File: config.mk
export PLATFORM = sky130hd
export DESIGN_NAME = inst_queue_flat
export DESIGN_NICKNAME = d
export VERILOG_FILES = /design/src/rtl/inst_queue_pkg.sv /design/src/rtl/inst_queue_if.sv /design/src/rtl/inst_queue.sv /design/src/flat_wrapper.sv
export SDC_FILE = /design/constraint.sdc
export NUM_CORES = 1
export LEC_CHECK = 0
export BUFFER_PORTS_ARGS = -buffer_cell sky130_fd_sc_hd__buf_2
export CAP_MARGIN = 20
export CORE_MARGIN = 2
export CORE_UTILIZATION = 33
export CTS_BUF_LIST = sky130_fd_sc_hd__clkbuf_16
export DETAILED_ROUTE_END_ITERATION = 8
export PLACE_DENSITY = 0.56
export SLEW_MARGIN = 20
export SYNTH_ARGS = -nofsm -noshare
export SYNTH_HDL_FRONTEND = slang
export SYNTH_SLANG_ARGS = --single-unit
File: constraint.sdc
create_clock -name clk -period 4.85 [get_ports clk]
set_input_delay 0.97 -clock clk [delete_from_list [all_inputs] [get_ports clk]]
set_output_delay 0.97 -clock clk [all_outputs]
set_load 0.02 [all_outputs]
File: src/rtl/inst_queue_pkg.sv
//------------------------------------------------------------------------------
// Module      : inst_queue_pkg
// Description : Shared widths and constants for the IFU->IDU instruction queue.
// Revision    : 1.0 - initial release
//------------------------------------------------------------------------------
`default_nettype none

package inst_queue_pkg;

    localparam int          C_CPU_WIDTH = 32;
    localparam int          C_DEPTH     = 4;
    localparam logic [31:0] C_INST_NOP  = 32'h0000_0013;

endpackage : inst_queue_pkg

`default_nettype wire

File: src/rtl/inst_queue_if.sv
//------------------------------------------------------------------------------
// Module      : inst_queue_if
// Description : Push (IFU side) and pop (IDU side) signal bundle of inst_queue.
// Revision    : 1.0 - initial release
//------------------------------------------------------------------------------
`default_nettype none

interface inst_queue_if
    import inst_queue_pkg::*;
#(
    parameter int CPU_WIDTH = C_CPU_WIDTH,
    parameter int DEPTH     = C_DEPTH
);
    localparam int C_CW = $clog2(DEPTH) + 1;

    logic                 flush;
    logic                 push_en;
    logic [CPU_WIDTH-1:0] push_pc;
    logic [CPU_WIDTH-1:0] push_inst;
    logic                 iq_afull;
    logic                 iq_valid;
    logic                 iq_ready;
    logic [CPU_WIDTH-1:0] idu_inst;
    logic [CPU_WIDTH-1:0] idu_inst_pc;
    logic [C_CW-1:0]      iq_count;
    logic                 iq_overflow;

    modport master (
        output flush, push_en, push_pc, push_inst, iq_ready,
        input  iq_afull, iq_valid, idu_inst, idu_inst_pc, iq_count, iq_overflow
    );

    modport slave (
        input  flush, push_en, push_pc, push_inst, iq_ready,
        output iq_afull, iq_valid, idu_inst, idu_inst_pc, iq_count, iq_overflow
    );

endinterface : inst_queue_if

`default_nettype wire

File: src/rtl/inst_queue.sv
//------------------------------------------------------------------------------
// Module      : inst_queue
// Description : DEPTH-entry {pc, inst} FIFO between IFU and IDU with flush.
// Revision    : 1.0 - initial release
//------------------------------------------------------------------------------
`default_nettype none

module inst_queue
    import inst_queue_pkg::*;
#(
    parameter int          DEPTH     = C_DEPTH,
    parameter int          CPU_WIDTH = C_CPU_WIDTH,
    parameter logic [31:0] NOP_INST  = C_INST_NOP
) (
    input  wire logic     clk,
    input  wire logic     rst_n,
    inst_queue_if.slave   bus
);

    localparam int             C_AW       = $clog2(DEPTH);
    localparam int             C_PW       = C_AW + 1;
    localparam logic [C_PW-1:0] C_PTR_ONE = C_PW'(1);
    localparam logic [C_PW-1:0] C_AFULL   = C_PW'(DEPTH - 1);

    logic [CPU_WIDTH-1:0] r_mem_pc   [DEPTH];
    logic [CPU_WIDTH-1:0] r_mem_inst [DEPTH];
    logic [C_PW-1:0]      r_wr_ptr;
    logic [C_PW-1:0]      r_rd_ptr;
    logic [CPU_WIDTH-1:0] r_last_pc;
    logic                 r_overflow;

    logic                 w_empty;
    logic                 w_full;
    logic                 w_pop;
    logic                 w_push_ok;
    logic                 w_push_drop;
    logic [CPU_WIDTH-1:0] w_head_pc;
    logic [CPU_WIDTH-1:0] w_head_inst;

    assign w_empty     = (r_wr_ptr == r_rd_ptr);
    assign w_full      = (r_wr_ptr[C_AW] != r_rd_ptr[C_AW]) &&
                         (r_wr_ptr[C_AW-1:0] == r_rd_ptr[C_AW-1:0]);
    // Flush masks both sides so a redirect cycle neither consumes nor captures.
    assign w_pop       = ~w_empty & bus.iq_ready & ~bus.flush;
    assign w_push_ok   = bus.push_en & ~bus.flush & (~w_full | w_pop);
    assign w_push_drop = bus.push_en & ~bus.flush & w_full & ~w_pop;

    assign w_head_pc   = r_mem_pc[r_rd_ptr[C_AW-1:0]];
    assign w_head_inst = r_mem_inst[r_rd_ptr[C_AW-1:0]];

    always_ff @(posedge clk) begin
        if (w_push_ok) begin
            r_mem_pc[r_wr_ptr[C_AW-1:0]]   <= bus.push_pc;
            r_mem_inst[r_wr_ptr[C_AW-1:0]] <= bus.push_inst;
        end
    end

    always_ff @(posedge clk) begin
        if (!rst_n) begin
            r_wr_ptr   <= '0;
            r_rd_ptr   <= '0;
            r_last_pc  <= '0;
            r_overflow <= 1'b0;
        end else if (bus.flush) begin
            r_wr_ptr <= '0;
            r_rd_ptr <= '0;
        end else begin
            if (w_push_ok) begin
                r_wr_ptr <= r_wr_ptr + C_PTR_ONE;
            end
            if (w_pop) begin
                r_rd_ptr  <= r_rd_ptr + C_PTR_ONE;
                r_last_pc <= w_head_pc;
            end
            if (w_push_drop) begin
                r_overflow <= 1'b1;
            end
        end
    end

    assign bus.iq_count    = r_wr_ptr - r_rd_ptr;
    assign bus.iq_afull    = (bus.iq_count >= C_AFULL);
    assign bus.iq_valid    = ~w_empty;
    assign bus.idu_inst    = w_empty ? CPU_WIDTH'(NOP_INST) : w_head_inst;
    assign bus.idu_inst_pc = w_empty ? r_last_pc : w_head_pc;
    assign bus.iq_overflow = r_overflow;

endmodule : inst_queue

`default_nettype wire

File: src/flat_wrapper.sv
// flat-port wrapper written by rule: the top's interface ports become plain ports
module inst_queue_flat import inst_queue_pkg::*;
#(
    parameter int          DEPTH     = C_DEPTH,
    parameter int          CPU_WIDTH = C_CPU_WIDTH,
    parameter logic [31:0] NOP_INST  = C_INST_NOP
)
  (clk, rst_n, bus_flush, bus_push_en, bus_push_pc, bus_push_inst, bus_iq_ready, bus_iq_afull, bus_iq_valid, bus_idu_inst, bus_idu_inst_pc, bus_iq_count, bus_iq_overflow);
  inst_queue_if #(.CPU_WIDTH(CPU_WIDTH), .DEPTH(DEPTH)) bus_i ();
  input  wire logic clk;
  input  wire logic rst_n;
  input wire logic [$bits(bus_i.flush)-1:0] bus_flush;
  input wire logic [$bits(bus_i.push_en)-1:0] bus_push_en;
  input wire logic [$bits(bus_i.push_pc)-1:0] bus_push_pc;
  input wire logic [$bits(bus_i.push_inst)-1:0] bus_push_inst;
  input wire logic [$bits(bus_i.iq_ready)-1:0] bus_iq_ready;
  output wire logic [$bits(bus_i.iq_afull)-1:0] bus_iq_afull;
  output wire logic [$bits(bus_i.iq_valid)-1:0] bus_iq_valid;
  output wire logic [$bits(bus_i.idu_inst)-1:0] bus_idu_inst;
  output wire logic [$bits(bus_i.idu_inst_pc)-1:0] bus_idu_inst_pc;
  output wire logic [$bits(bus_i.iq_count)-1:0] bus_iq_count;
  output wire logic [$bits(bus_i.iq_overflow)-1:0] bus_iq_overflow;
  assign bus_i.flush = bus_flush;
  assign bus_i.push_en = bus_push_en;
  assign bus_i.push_pc = bus_push_pc;
  assign bus_i.push_inst = bus_push_inst;
  assign bus_i.iq_ready = bus_iq_ready;
  assign bus_iq_afull = bus_i.iq_afull;
  assign bus_iq_valid = bus_i.iq_valid;
  assign bus_idu_inst = bus_i.idu_inst;
  assign bus_idu_inst_pc = bus_i.idu_inst_pc;
  assign bus_iq_count = bus_i.iq_count;
  assign bus_iq_overflow = bus_i.iq_overflow;
  inst_queue #(.DEPTH(DEPTH), .CPU_WIDTH(CPU_WIDTH), .NOP_INST(NOP_INST)) u_core (.clk(clk), .rst_n(rst_n), .bus(bus_i));
endmodule
==> flow_results.xml <==
<?xml version="1.0" encoding="UTF-8"?>
<metrics>
  <group name="synth">
    <metric name="synth_seq_cells" unit="">297</metric>
    <metric name="synth_warnings" unit="">0</metric>
    <metric name="synth.avg_cell_area" unit="um^2">18.1</metric>
    <metric name="synth_cells" unit="">664</metric>
    <metric name="postSynthNetCount" unit="">741</metric>
    <metric name="share_of_the_synthesized_area_in_the_top_cell_type" unit="%">64.0</metric>
    <metric name="synth.lib_cells_used.distinct" unit="">32</metric>
    <metric name="synthTopCellsByArea" unit="">edfxtp_1 (64%), mux4_2 (12%), dfxtp_1 (6.8%), o211ai_1 (4.1%), mux2_2 (3.0%)</metric>
    <metric name="synth_top_cell_by_area" unit="">edfxtp_1</metric>
    <metric name="sequential_share_of_the_synthesized_area" unit="%">70.8</metric>
    <metric name="synth.cell_area" unit="mm^2">0.0120</metric>
  </group>
  <group name="sta">
    <metric name="post-route-min-period" unit="ns">3.88</metric>
    <metric name="final.setup_skew" unit="ns">0.0130</metric>
    <metric name="worstMarginPinSlew" unit="ns">1.06</metric>
    <metric name="fmaxAchievable" unit="MHz">258</metric>
    <metric name="post-route-period-util" unit="%">79.9</metric>
    <metric name="finalHoldViolCount" unit="">0</metric>
    <metric name="timing.slew.headroom" unit="%">29.4</metric>
    <metric name="final_setup_violations" unit="">0</metric>
    <metric name="rsz0062_at_grt" unit="">no</metric>
    <metric name="timing_max_transition_violations_final" unit="">0</metric>
    <metric name="setup_tns" unit="ns">0</metric>
  </group>
  <group name="setup_path">
    <metric name="reg2reg_depth" unit="">5</metric>
    <metric name="worst_path_max_delay_cell" unit="">nor2_1</metric>
    <metric name="timing.critical_path.required" unit="ns">3.88</metric>
    <metric name="worstPathCellList" unit="">inv_1 &gt; ha_1 &gt; nand2_2 &gt; nor2_1 &gt; inv_2 &gt; buf_4 &gt; mux2_2 &gt; buf_2</metric>
    <metric name="worst_setup_path_start_kind" unit="">flop</metric>
    <metric name="worst-path-max-fanout" unit="">19</metric>
    <metric name="worstPathArrival" unit="ns">2.91</metric>
    <metric name="timing.critical_path.to_type" unit="">primary output</metric>
    <metric name="setup.worst_path.class" unit="">reg -&gt; out</metric>
    <metric name="critical-path-max-stage-delay" unit="ns">0.39</metric>
  </group>
  <group name="clock_network">
    <metric name="cts_tree" unit="">done</metric>
    <metric name="clock_sinks" unit="">297</metric>
    <metric name="cts_max_path_buffers" unit="">3</metric>
    <metric name="cts_post_setup_buffers_inserted" unit="">0</metric>
    <metric name="cts.hold.buffers_added" unit="">0</metric>
    <metric name="ctsResizeCount" unit="">0</metric>
    <metric name="clk_root_buffer_cell" unit="">clkbuf_16</metric>
    <metric name="clk_transition_reported_paths" unit="ns">0.06</metric>
    <metric name="tritoncts.num_buffers" unit="">30</metric>
    <metric name="worstSkewPairLatency" unit="ns">0.56</metric>
    <metric name="htreeDepth" unit="">1</metric>
  </group>
  <group name="floorplan">
    <metric name="horizontal_die_dimension" unit="um">195</metric>
    <metric name="std_cell_rows" unit="">69</metric>
    <metric name="floorplan.initialDensity" unit="%">33.6</metric>
    <metric name="core_area" unit="mm^2">0.0357</metric>
    <metric name="chipHeight" unit="um">195</metric>
    <metric name="design.die.area" unit="mm^2">0.0379</metric>
    <metric name="design.portCount" unit="">139</metric>
  </group>
  <group name="final_layout">
    <metric name="layout-area-overhead-vs-synth" unit="%">17.9</metric>
    <metric name="layout-drive-gt1-share" unit="%">36.9</metric>
    <metric name="fin_nets" unit="">871</metric>
  </group>
  <group name="job">
    <metric name="drv.max_cap_violation_count" unit="">0</metric>
  </group>
  <group name="route">
    <metric name="via_count" unit="">6594</metric>
    <metric name="remaining_drc_errors" unit="">0</metric>
    <metric name="detail_route.vias_per_cell" unit="">5.15</metric>
    <metric name="detailedRoute.firstPassIterationCount" unit="">7</metric>
    <metric name="drt-initial-drc-count" unit="">459</metric>
    <metric name="route.antenna.remaining_nets" unit="">0</metric>
    <metric name="drt-wirelength-per-cell" unit="um">21.3</metric>
    <metric name="postRouteWirelength" unit="um">27300</metric>
  </group>
  <group name="pwr">
    <metric name="p_total" unit="mW">5.45</metric>
    <metric name="worst_ir_drop_vdd" unit="V">0.000309</metric>
    <metric name="cellLeakagePower" unit="nW">4.88</metric>
    <metric name="pwr_density_cell" unit="mW/mm^2">385</metric>
  </group>
  <group name="placement">
    <metric name="hpwl" unit="um">16100</metric>
    <metric name="place.gp.congestion" unit="">0.703</metric>
    <metric name="port_buffers" unit="">138</metric>
  </group>
  <group name="global_routing">
    <metric name="number_of_antenna_violations_at_the_first_check_in_global_routing" unit="">6</metric>
    <metric name="number_of_global_route_vias_before_repair" unit="">6802</metric>
    <metric name="groute.usage.overall" unit="%">14.3</metric>
    <metric name="grt_first_pass_wirelength" unit="um">41900</metric>
    <metric name="globalRoute.totalOverflow" unit="">0</metric>
    <metric name="pin_count_of_the_biggest_net_entering_global_routing" unit="">65</metric>
  </group>
  <group name="worst_hold_path">
    <metric name="worst_hold_path.num_cells" unit="">2</metric>
    <metric name="hold_path_class" unit="">reg -&gt; reg</metric>
  </group>
  <group name="outcome">
    <metric name="status" unit="">finished, final reports clean</metric>
  </group>
</metrics>
report_power, final:
part / internal [mW] / total, mW / switching, mW
clock: 1.28 / 2.21 / 0.936
combinational: 0.145 / 0.381 / 0.237
sequential: 2.83 / 2.86 / 0.0276
total: 4.25 / 5.45 / 1.20
critical path: cells and delay by family (launching register included):
family | cells | cell delay, ns
adders and majority gates | 1 | 0.33
buffers and inverters | 4 | 0.87
DFF | 1 | 0.38
muxes | 1 | 0.32
and+or+nand+nor | 2 | 0.45
cell usage after synthesis:
| master | number |
|---|---|
| mux2i_1 | 6 |
| buf_2 | 8 |
| and3b_1 | 2 |
| nand2b_1 | 4 |
| edfxtp_1 | 256 |
| o31a_1 | 1 |
| and2_1 | 33 |
| clkbuf_1 | 41 |
| or2_2 | 3 |
| nor2_1 | 1 |
| a21oi_1 | 1 |
| mux4_2 | 64 |
| inv_1 | 6 |
| nand4_1 | 33 |
| a21o_1 | 1 |
| o21a_1 | 1 |
| a31oi_1 | 2 |
| fa_1 | 1 |
| xor2_2 | 1 |
| buf_6 | 3 |
| inv_2 | 1 |
| dfxtp_1 | 41 |
| o211ai_1 | 66 |
| ha_1 | 7 |
| nand4b_1 | 1 |
| nand3_1 | 32 |
| nor2b_1 | 2 |
| clkinv_1 | 1 |
| nor4_1 | 1 |
| nand2_1 | 10 |
| xnor2_1 | 2 |
| mux2_2 | 32 |
through the flow:
step                      hold slack (ns)  cell area [um^2]  worst slack (ns)  std cells  util (%)
after global placement              0.481             13200              1.48       1222      36.9
final                               0.501             14200             0.975       1281      39.6
after global routing                0.519             14200             0.710       1280      39.6
after floorplan                     0.469             12000              1.36        664         -
after detailed placement            0.494             13200              1.46       1222      36.9
after CTS                           0.502             14100             0.853       1278      39.5
metal layers:
layer	share of wire (%)	GRT usage, %
met1	44	19.7
met2	48	23.1
met3	7.0	3.51
met4	1.7	2.83
met5	0.10	0
path summary, 6_finish.rpt:
path / slack [ns] / startpoint / endpoint
setup reg to reg: 1.83 / u_core.r_wr_ptr[0] / u_core.r_mem_pc[3][0]
hold / removal: 0.50 / u_core.r_last_pc[31] / u_core.r_last_pc[31]
setup / recovery: 0.97 / u_core.r_wr_ptr[0] / bus_idu_inst_pc[6]
hold reg to reg: 0.50 / u_core.r_last_pc[31] / u_core.r_last_pc[31]
sequential cells by signal (all words and copies together), names as in the netlist, named ones only:
signal	flops
u_core.r_rd_ptr	3
u_core.bus.iq_overflow	1
u_core.r_mem_inst	128
u_core.r_last_pc	32
u_core.r_wr_ptr	3
u_core.r_mem_pc	128
kinds of logic (layout without fill, tap and decap cells):
logic type	count (synthesis)	after routing	share of synthesized area, %
buffers and inverters	60	214	2.15
AO/OA/AOI/OAI	72	72	4.47
AND/OR/NAND/NOR	122	122	5.86
other	0	2	0
XOR/XNOR	3	3	0.281
flip-flops	297	297	70.8
multiplexers	102	102	15.5
adder cells (fa/ha/maj)	8	8	0.896
cell type report:
class / instances / area (um^2)
inverter: 8 / 30.0
sequential: 297 / 8520
timing repair buffer: 150 / 806
antenna: 2 / 5.00
tap: 461 / 577
multi-input combinational: 307 / 3280
clock buffer: 30 / 751
clock inverter: 26 / 198
fill: 3287 / 21600
cell usage in the layout (no fill, tap or decap), drive strengths merged:
cell / n
a21o: 1
a21oi: 1
a31oi: 2
and2: 33
and3b: 2
buf: 150
bufinv: 3
clkbuf: 30
clkinv: 15
dfxtp: 41
diode: 2
edfxtp: 256
fa: 1
ha: 7
inv: 16
mux2: 32
mux2i: 6
mux4: 64
nand2: 10
nand2b: 4
nand3: 32
nand4: 33
nand4b: 1
nor2: 1
nor2b: 2
nor4: 1
o211ai: 66
o21a: 1
o31a: 1
or2: 3
xnor2: 2
xor2: 1
(Power assumes the default switching activity.)
